**src/rtl/sigcol_pkg.sv**
```systemverilog
// sigcol_pkg: shared constants and state encoding for the response signature collector.
//   DATA_W     response bus width
//   SIG_W      signature width
//   POLY       MISR feedback polynomial
//   SEED       signature value loaded on start
//   CNT_W      sample counter width
//   NUM_CHUNKS SIG_W-wide chunks that cover DATA_W
package sigcol_pkg;
    localparam int          DATA_W     = 474;
    localparam int          SIG_W      = 32;
    localparam int          CNT_W      = 16;
    localparam logic [31:0] POLY       = 32'h04C11DB7;
    localparam logic [31:0] SEED       = 32'hFFFFFFFF;
    localparam int          NUM_CHUNKS = 15;

    typedef enum logic [2:0] {
        IDLE,
        COLLECT,
        SHIFT,
        CHECK,
        DONE
    } state_t;
endpackage

```
**src/rtl/misr_fold32.sv**
```systemverilog
// misr_fold32: combinational XOR-fold of the response bus plus one MISR step.
//   sig      current signature
//   y        response bus, folded in SIG_W-bit chunks (top chunk zero-padded)
//   sig_next signature after shifting, polynomial feedback and folding y
module misr_fold32 #(
    parameter int               DATA_W = sigcol_pkg::DATA_W,
    parameter int               SIG_W  = sigcol_pkg::SIG_W,
    parameter logic [SIG_W-1:0] POLY   = sigcol_pkg::POLY
) (
    input  logic [SIG_W-1:0]  sig,
    input  logic [DATA_W-1:0] y,
    output logic [SIG_W-1:0]  sig_next
);
    localparam int NC = (DATA_W + SIG_W - 1) / SIG_W;

    logic [NC*SIG_W-1:0] y_pad;
    logic [SIG_W-1:0]    fold;

    assign y_pad = (NC*SIG_W)'(y);

    always_comb begin
        fold = '0;
        for (int k = 0; k < NC; k++) fold ^= y_pad[k*SIG_W +: SIG_W];
    end

    assign sig_next = {sig[SIG_W-2:0], 1'b0} ^ (sig[SIG_W-1] ? POLY : '0) ^ fold;
endmodule

```
**src/rtl/response_signature_collector.sv**
```systemverilog
// response_signature_collector: compacts valid responses into a MISR signature, shifts it out, compares.
//   clk, rst_n     clock, asynchronous active-low reset
//   start          one-cycle pulse that begins a collection (ignored while busy)
//   num_samples    samples to fold, latched on start (0 acts as 1)
//   y, y_valid     response bus and its qualifier (only used in COLLECT)
//   expected_sig   reference signature, sampled in CHECK
//   busy           high in COLLECT, SHIFT and CHECK
//   sig_out(_valid) serial signature, MSB first
//   done, match    result flags, held until the next start
//   signature      live MISR register
//   sample_count   samples folded so far
module response_signature_collector #(
    parameter int               DATA_W = sigcol_pkg::DATA_W,
    parameter int               SIG_W  = sigcol_pkg::SIG_W,
    parameter logic [SIG_W-1:0] POLY   = sigcol_pkg::POLY,
    parameter logic [SIG_W-1:0] SEED   = sigcol_pkg::SEED,
    parameter int               CNT_W  = sigcol_pkg::CNT_W
) (
    input  logic              clk,
    input  logic              rst_n,
    input  logic              start,
    input  logic [CNT_W-1:0]  num_samples,
    input  logic [DATA_W-1:0] y,
    input  logic              y_valid,
    input  logic [SIG_W-1:0]  expected_sig,
    output logic              busy,
    output logic              sig_out,
    output logic              sig_out_valid,
    output logic              done,
    output logic              match,
    output logic [SIG_W-1:0]  signature,
    output logic [CNT_W-1:0]  sample_count
);
    import sigcol_pkg::*;

    localparam int IW = $clog2(SIG_W);

    state_t           state, state_next;
    logic [CNT_W-1:0] target;
    logic [IW-1:0]    shift_idx;
    logic [SIG_W-1:0] sig_next;
    logic [CNT_W:0]   count_inc;
    logic             last;

    misr_fold32 #(.DATA_W(DATA_W), .SIG_W(SIG_W), .POLY(POLY)) u_fold (
        .sig      (signature),
        .y        (y),
        .sig_next (sig_next)
    );

    // Widened by one bit so the terminal compare cannot wrap.
    assign count_inc = {1'b0, sample_count} + (CNT_W+1)'(1);
    assign last      = count_inc >= {1'b0, target};

    always_ff @(posedge clk or negedge rst_n) begin
        if (!rst_n) state <= IDLE;
        else        state <= state_next;
    end

    always_comb begin
        state_next = state;
        case (state)
            IDLE, DONE: state_next = start ? COLLECT : state;
            COLLECT:    state_next = (y_valid && last) ? SHIFT : COLLECT;
            SHIFT:      state_next = (shift_idx == IW'(SIG_W-1)) ? CHECK : SHIFT;
            CHECK:      state_next = DONE;
            default:    state_next = IDLE;
        endcase
    end

    always_ff @(posedge clk or negedge rst_n) begin
        if (!rst_n) begin
            signature     <= '0;
            sample_count  <= '0;
            target        <= '0;
            shift_idx     <= '0;
            busy          <= 1'b0;
            sig_out       <= 1'b0;
            sig_out_valid <= 1'b0;
            done          <= 1'b0;
            match         <= 1'b0;
        end else begin
            busy <= (state_next == COLLECT) || (state_next == SHIFT) || (state_next == CHECK);
            case (state)
                IDLE, DONE: begin
                    if (start) begin
                        signature    <= SEED;
                        sample_count <= '0;
                        target       <= (num_samples == '0) ? CNT_W'(1) : num_samples;
                        done         <= 1'b0;
                        match        <= 1'b0;
                    end
                end
                COLLECT: begin
                    if (y_valid) begin
                        signature    <= sig_next;
                        sample_count <= (sample_count == '1) ? sample_count : count_inc[CNT_W-1:0];
                        // Present the MSB of the final signature immediately after the last fold.
                        if (last) begin
                            shift_idx     <= '0;
                            sig_out       <= sig_next[SIG_W-1];
                            sig_out_valid <= 1'b1;
                        end
                    end
                end
                SHIFT: begin
                    if (shift_idx == IW'(SIG_W-1)) begin
                        sig_out       <= 1'b0;
                        sig_out_valid <= 1'b0;
                    end else begin
                        shift_idx <= shift_idx + IW'(1);
                        sig_out   <= signature[IW'(SIG_W-2) - shift_idx];
                    end
                end
                CHECK: begin
                    match <= (signature == expected_sig);
                    done  <= 1'b1;
                end
                default: ;
            endcase
        end
    end
endmodule

```
**config.mk**
```make
export PLATFORM = sky130hd
export DESIGN_NAME = response_signature_collector
export DESIGN_NICKNAME = d
export VERILOG_FILES = /design/src/rtl/sigcol_pkg.sv /design/src/rtl/misr_fold32.sv /design/src/rtl/response_signature_collector.sv
export SDC_FILE = /design/constraint.sdc
export NUM_CORES = 1
export LEC_CHECK = 0
export CAP_MARGIN = 20
export CORE_AREA = 5 5 222 224
export DETAILED_ROUTE_END_ITERATION = 10
export DIE_AREA = 0 0 227 229
export GPL_ROUTABILITY_DRIVEN = 0
export GPL_TIMING_DRIVEN = 1
export HOLD_SLACK_MARGIN = 0.02
export RECOVER_POWER = 25
export SYNTH_ARGS = -nofsm -noshare
export SYNTH_HDL_FRONTEND = slang
export SYNTH_SLANG_ARGS = --single-unit
export TNS_END_PERCENT = 10
```
**constraint.sdc**
```tcl
create_clock -name clk -period 3.7 [get_ports clk]
set_input_delay 0.74 -clock clk [delete_from_list [all_inputs] [get_ports clk]]
set_output_delay 0.74 -clock clk [all_outputs]
set_load 0.01 [all_outputs]
```
==> qor.csv <==
stage,metric,value,unit
layout,nNetsFinal,2052,
synth,yosysTopAreaCellShare,44.5,%
cts,insertion_delay,0.36,ns
power_and_ir_drop,irDropWorstVdd,0.265,mV
sta,hold_viol,0,
synth,ys_top_cells_by_count,"439 x xnor2_1, 98 x xor2_1, 80 x o21ai_0",
setup_path,arrival,3.71,ns
grt,grtUsageTotal,15.6,%
synth,synthesis.nets,1478,
placed_design,place_area,15200,um^2
synth,async_flop_share,100,%
die,start_util,18.3,%
setup_path,crit_chain,"nand3_2, nor4_2, and2_0, nand4_1, xnor2_1, ha_1, nand4_1, nor2_1, o311ai_1, a31oi_4, o21ai_2, mux2_2",
setup_path,slowest_stage,dfrtp_1,
setup_path,critical_path.max_stage_delay,0.46,ns
power_and_ir_drop,cellPowerDensity,434,nW/um^2
sta,fin_skew,0.0135,ns
cts,clockRootBuffer,clkbuf_16,
grt,grt_max_degree,47,
detailed_routing,vias_per_cell,4.00,
detailed_routing,dr_total_vias,8526,
cts,post-cts-setup-buffers,0,
run_status,violations,"max-capacitance violations, max-slew violations",
sta,max_freq,290,MHz
run_status,status,"finished, violations left",
cts,cts_resized,0,
setup_path,critical_path_required,3.95,ns
setup_path,cp-end-kind,flip-flop,
power_and_ir_drop,p_leak,5.52,nW
sta,whs,0.484,ns
cts,clk_path_buf_depth,2,
synth,synth_seq_cells,77,
detailed_routing,ant_nets,0,
cts,hold_buffers,0,
worst_hold_path,hp-class,reg2reg,
setup_path,critPathMaxFanout,6,
detailed_routing,firstDrtPassIters,5,
setup_path,crit_top_cell,nand4_1,
synth,synth_cells,933,
die,die_w,227,um
die,num_io_pins,579,
cts,cts_buffers,9,
sta,setup_viol,0,
sta,setup_tns,0,ns
grt,grt-ovfl-total,0,
cts,clock_sinks,77,
placed_design,dp_hpwl,37000,um
layout,n_fill_cell,4891,
detailed_routing,drt-initial-drc-count,426,
cts,cts_htree_levels,3,
cts,cts_tree,done,
synth,avgSynthCellArea,9.26,um^2
grt,grt_pass1_vias,9436,
die,num_rows,80,
sta,min_period,3.45,ns
die,die_y,229,um
setup_path,start_kind,flip-flop,
layout,finalNonFillerCells,2133,
synth,ys_seq_area_share,22.3,%
die,core-area,47100,um^2
placed_design,place.port_buffers,578,
die,fp.dieArea,52000,um^2
detailed_routing,drc,0,
layout,design_area,15500,um^2
synth,synth.distinct_cells,50,
synth,synth_top_flop_cell,dfrtp_1,
grt,antenna_found_initial,9,
layout,drive_above_1_share,3.31,%
setup_path,worstSetupPathType,reg2reg,
sta,slew_viol_final,36,
synth,yosysTopAreaCell,xnor2_1,
cts,clk_pin_slew_worst_paths,0.07,ns
sta,slew_headroom,-54.6,%
sta,fin_crit_sh,93.3,%
placed_design,dp.cells,2111,
synth,ys_top_cells_by_area,"xnor2_1 44%, dfrtp_1 22%, xor2_1 9.9%",
flow_run,max_cap_viol_count,1,
layout,syn_to_final_growth,79.5,%
grt,grt_pass1_wl,59900,um
sta,grt_setup_unrepaired,no,
detailed_routing,wl_per_cell,19.8,um
synth,syn_area,8640,um^2
synth,yosys_warnings,0,
sta,worst_slew_pin_slew,2.32,ns
detailed_routing,wirelength,42200,um
synth,yosysMostFrequentCell,xnor2_1,
synth,synth-edff-count,0,
## layout make-up
| cell class | instances | area (um^2) | share of cell area (%) |
|---|---|---|---|
| clock inverters | 5 | 85.1 | 0.548 |
| repair buffers | 590 | 5860 | 37.8 |
| well taps | 615 | 769 | 4.96 |
| inverters | 19 | 71.3 | 0.460 |
| flip-flops and latches | 77 | 1930 | 12.4 |
| clock buffers | 11 | 243 | 1.56 |
| diodes | 6 | 15.0 | 0.0968 |
| multi-input cells | 810 | 6540 | 42.1 |
## where the power goes
part           total [W]  switching (W)  internal, W  leakage, nW
clock network    0.00103       0.000416     0.000613        0.156
logic            0.00412        0.00171      0.00241         4.43
registers        0.00159       0.000526      0.00106        0.936
## final timing paths
check | from | endpoint | slack, ns | cells past startpoint
setup / recovery | sample_count[2] | shift_idx[0] | 0.25 | 12
hold / removal | sig_out_valid | sig_out_valid | 0.48 | 1
setup reg to reg | sample_count[2] | shift_idx[0] | 0.25 | 12
hold reg to reg | sig_out_valid | sig_out_valid | 0.48 | 1
max in group asynchronous | rst_n | sample_count[5] | 0.84 | 2
min in group asynchronous | rst_n | signature[31] | 1.08 | 1
## critical path: cells and delay by family (launching register included)
family          cells  cell delay, ns
fa+ha+maj           1            0.30
mux                 1            0.30
simple gates        6            1.54
compound gates      3            0.58
flops               1            0.46
xor+xnor            1            0.17
## routing by layer
layer / global-route usage [%] / part of all wire [%] / up-vias / routed length, um
met3: 3.51 / 5.7 / 30 / 2390
met4: 3.74 / 1.2 / 0 / 495
met1: 18.2 / 40 / 3965 / 16800
li1: - / - / 4220 / -
met2: 28.6 / 53 / 311 / 22500
met5: 0 / 0 / - / 0
## metrics by stage
stage | setup slack [ns] | utilization [%] | power [W]
finish | 0.248 | 32.9 | 0.00674
global route | 0.0379 | 32.9 | 0.00723
CTS | 0.301 | 32.9 | 0.00690
detailed placement | 0.371 | 32.2 | 0.00581
global placement | 0.443 | 32.2 | 0.00578
floorplan | 0.623 | - | 0.00392
## registers in the layout (all words and copies together), names as in the netlist
name,flops
sig_out_valid,1
sample_count,16
signature,32
state,3
done,1
match,1
sig_out,1
target,16
shift_idx,5
busy,1
## cells in the final DEF, fill, tap and decap left out, drive strengths merged, types with 5 or more instances in the layout
master	instances
diode	6
xnor2	439
mux4	8
clkbuf	14
nor4	8
nor2	7
a31o	5
nand2	38
and3	7
xor2	98
nand4	12
nand3	24
a21oi	10
buf	10
ha	19
dfrtp	77
o21ai	91
inv	19
clkdlybuf4s50	577
## cells by family after synthesis
logic type | Yosys count | share of synthesized area [%]
muxes | 15 | 2.95
xor gates and xnor gates | 537 | 54.4
and+or+nand+nor | 113 | 7.01
DFF | 77 | 22.3
adders and majority gates | 19 | 2.75
buffers and inverters | 46 | 2.08
AOI/OAI and AO/OA | 126 | 8.48
Power figures use the tool's default switching activity.
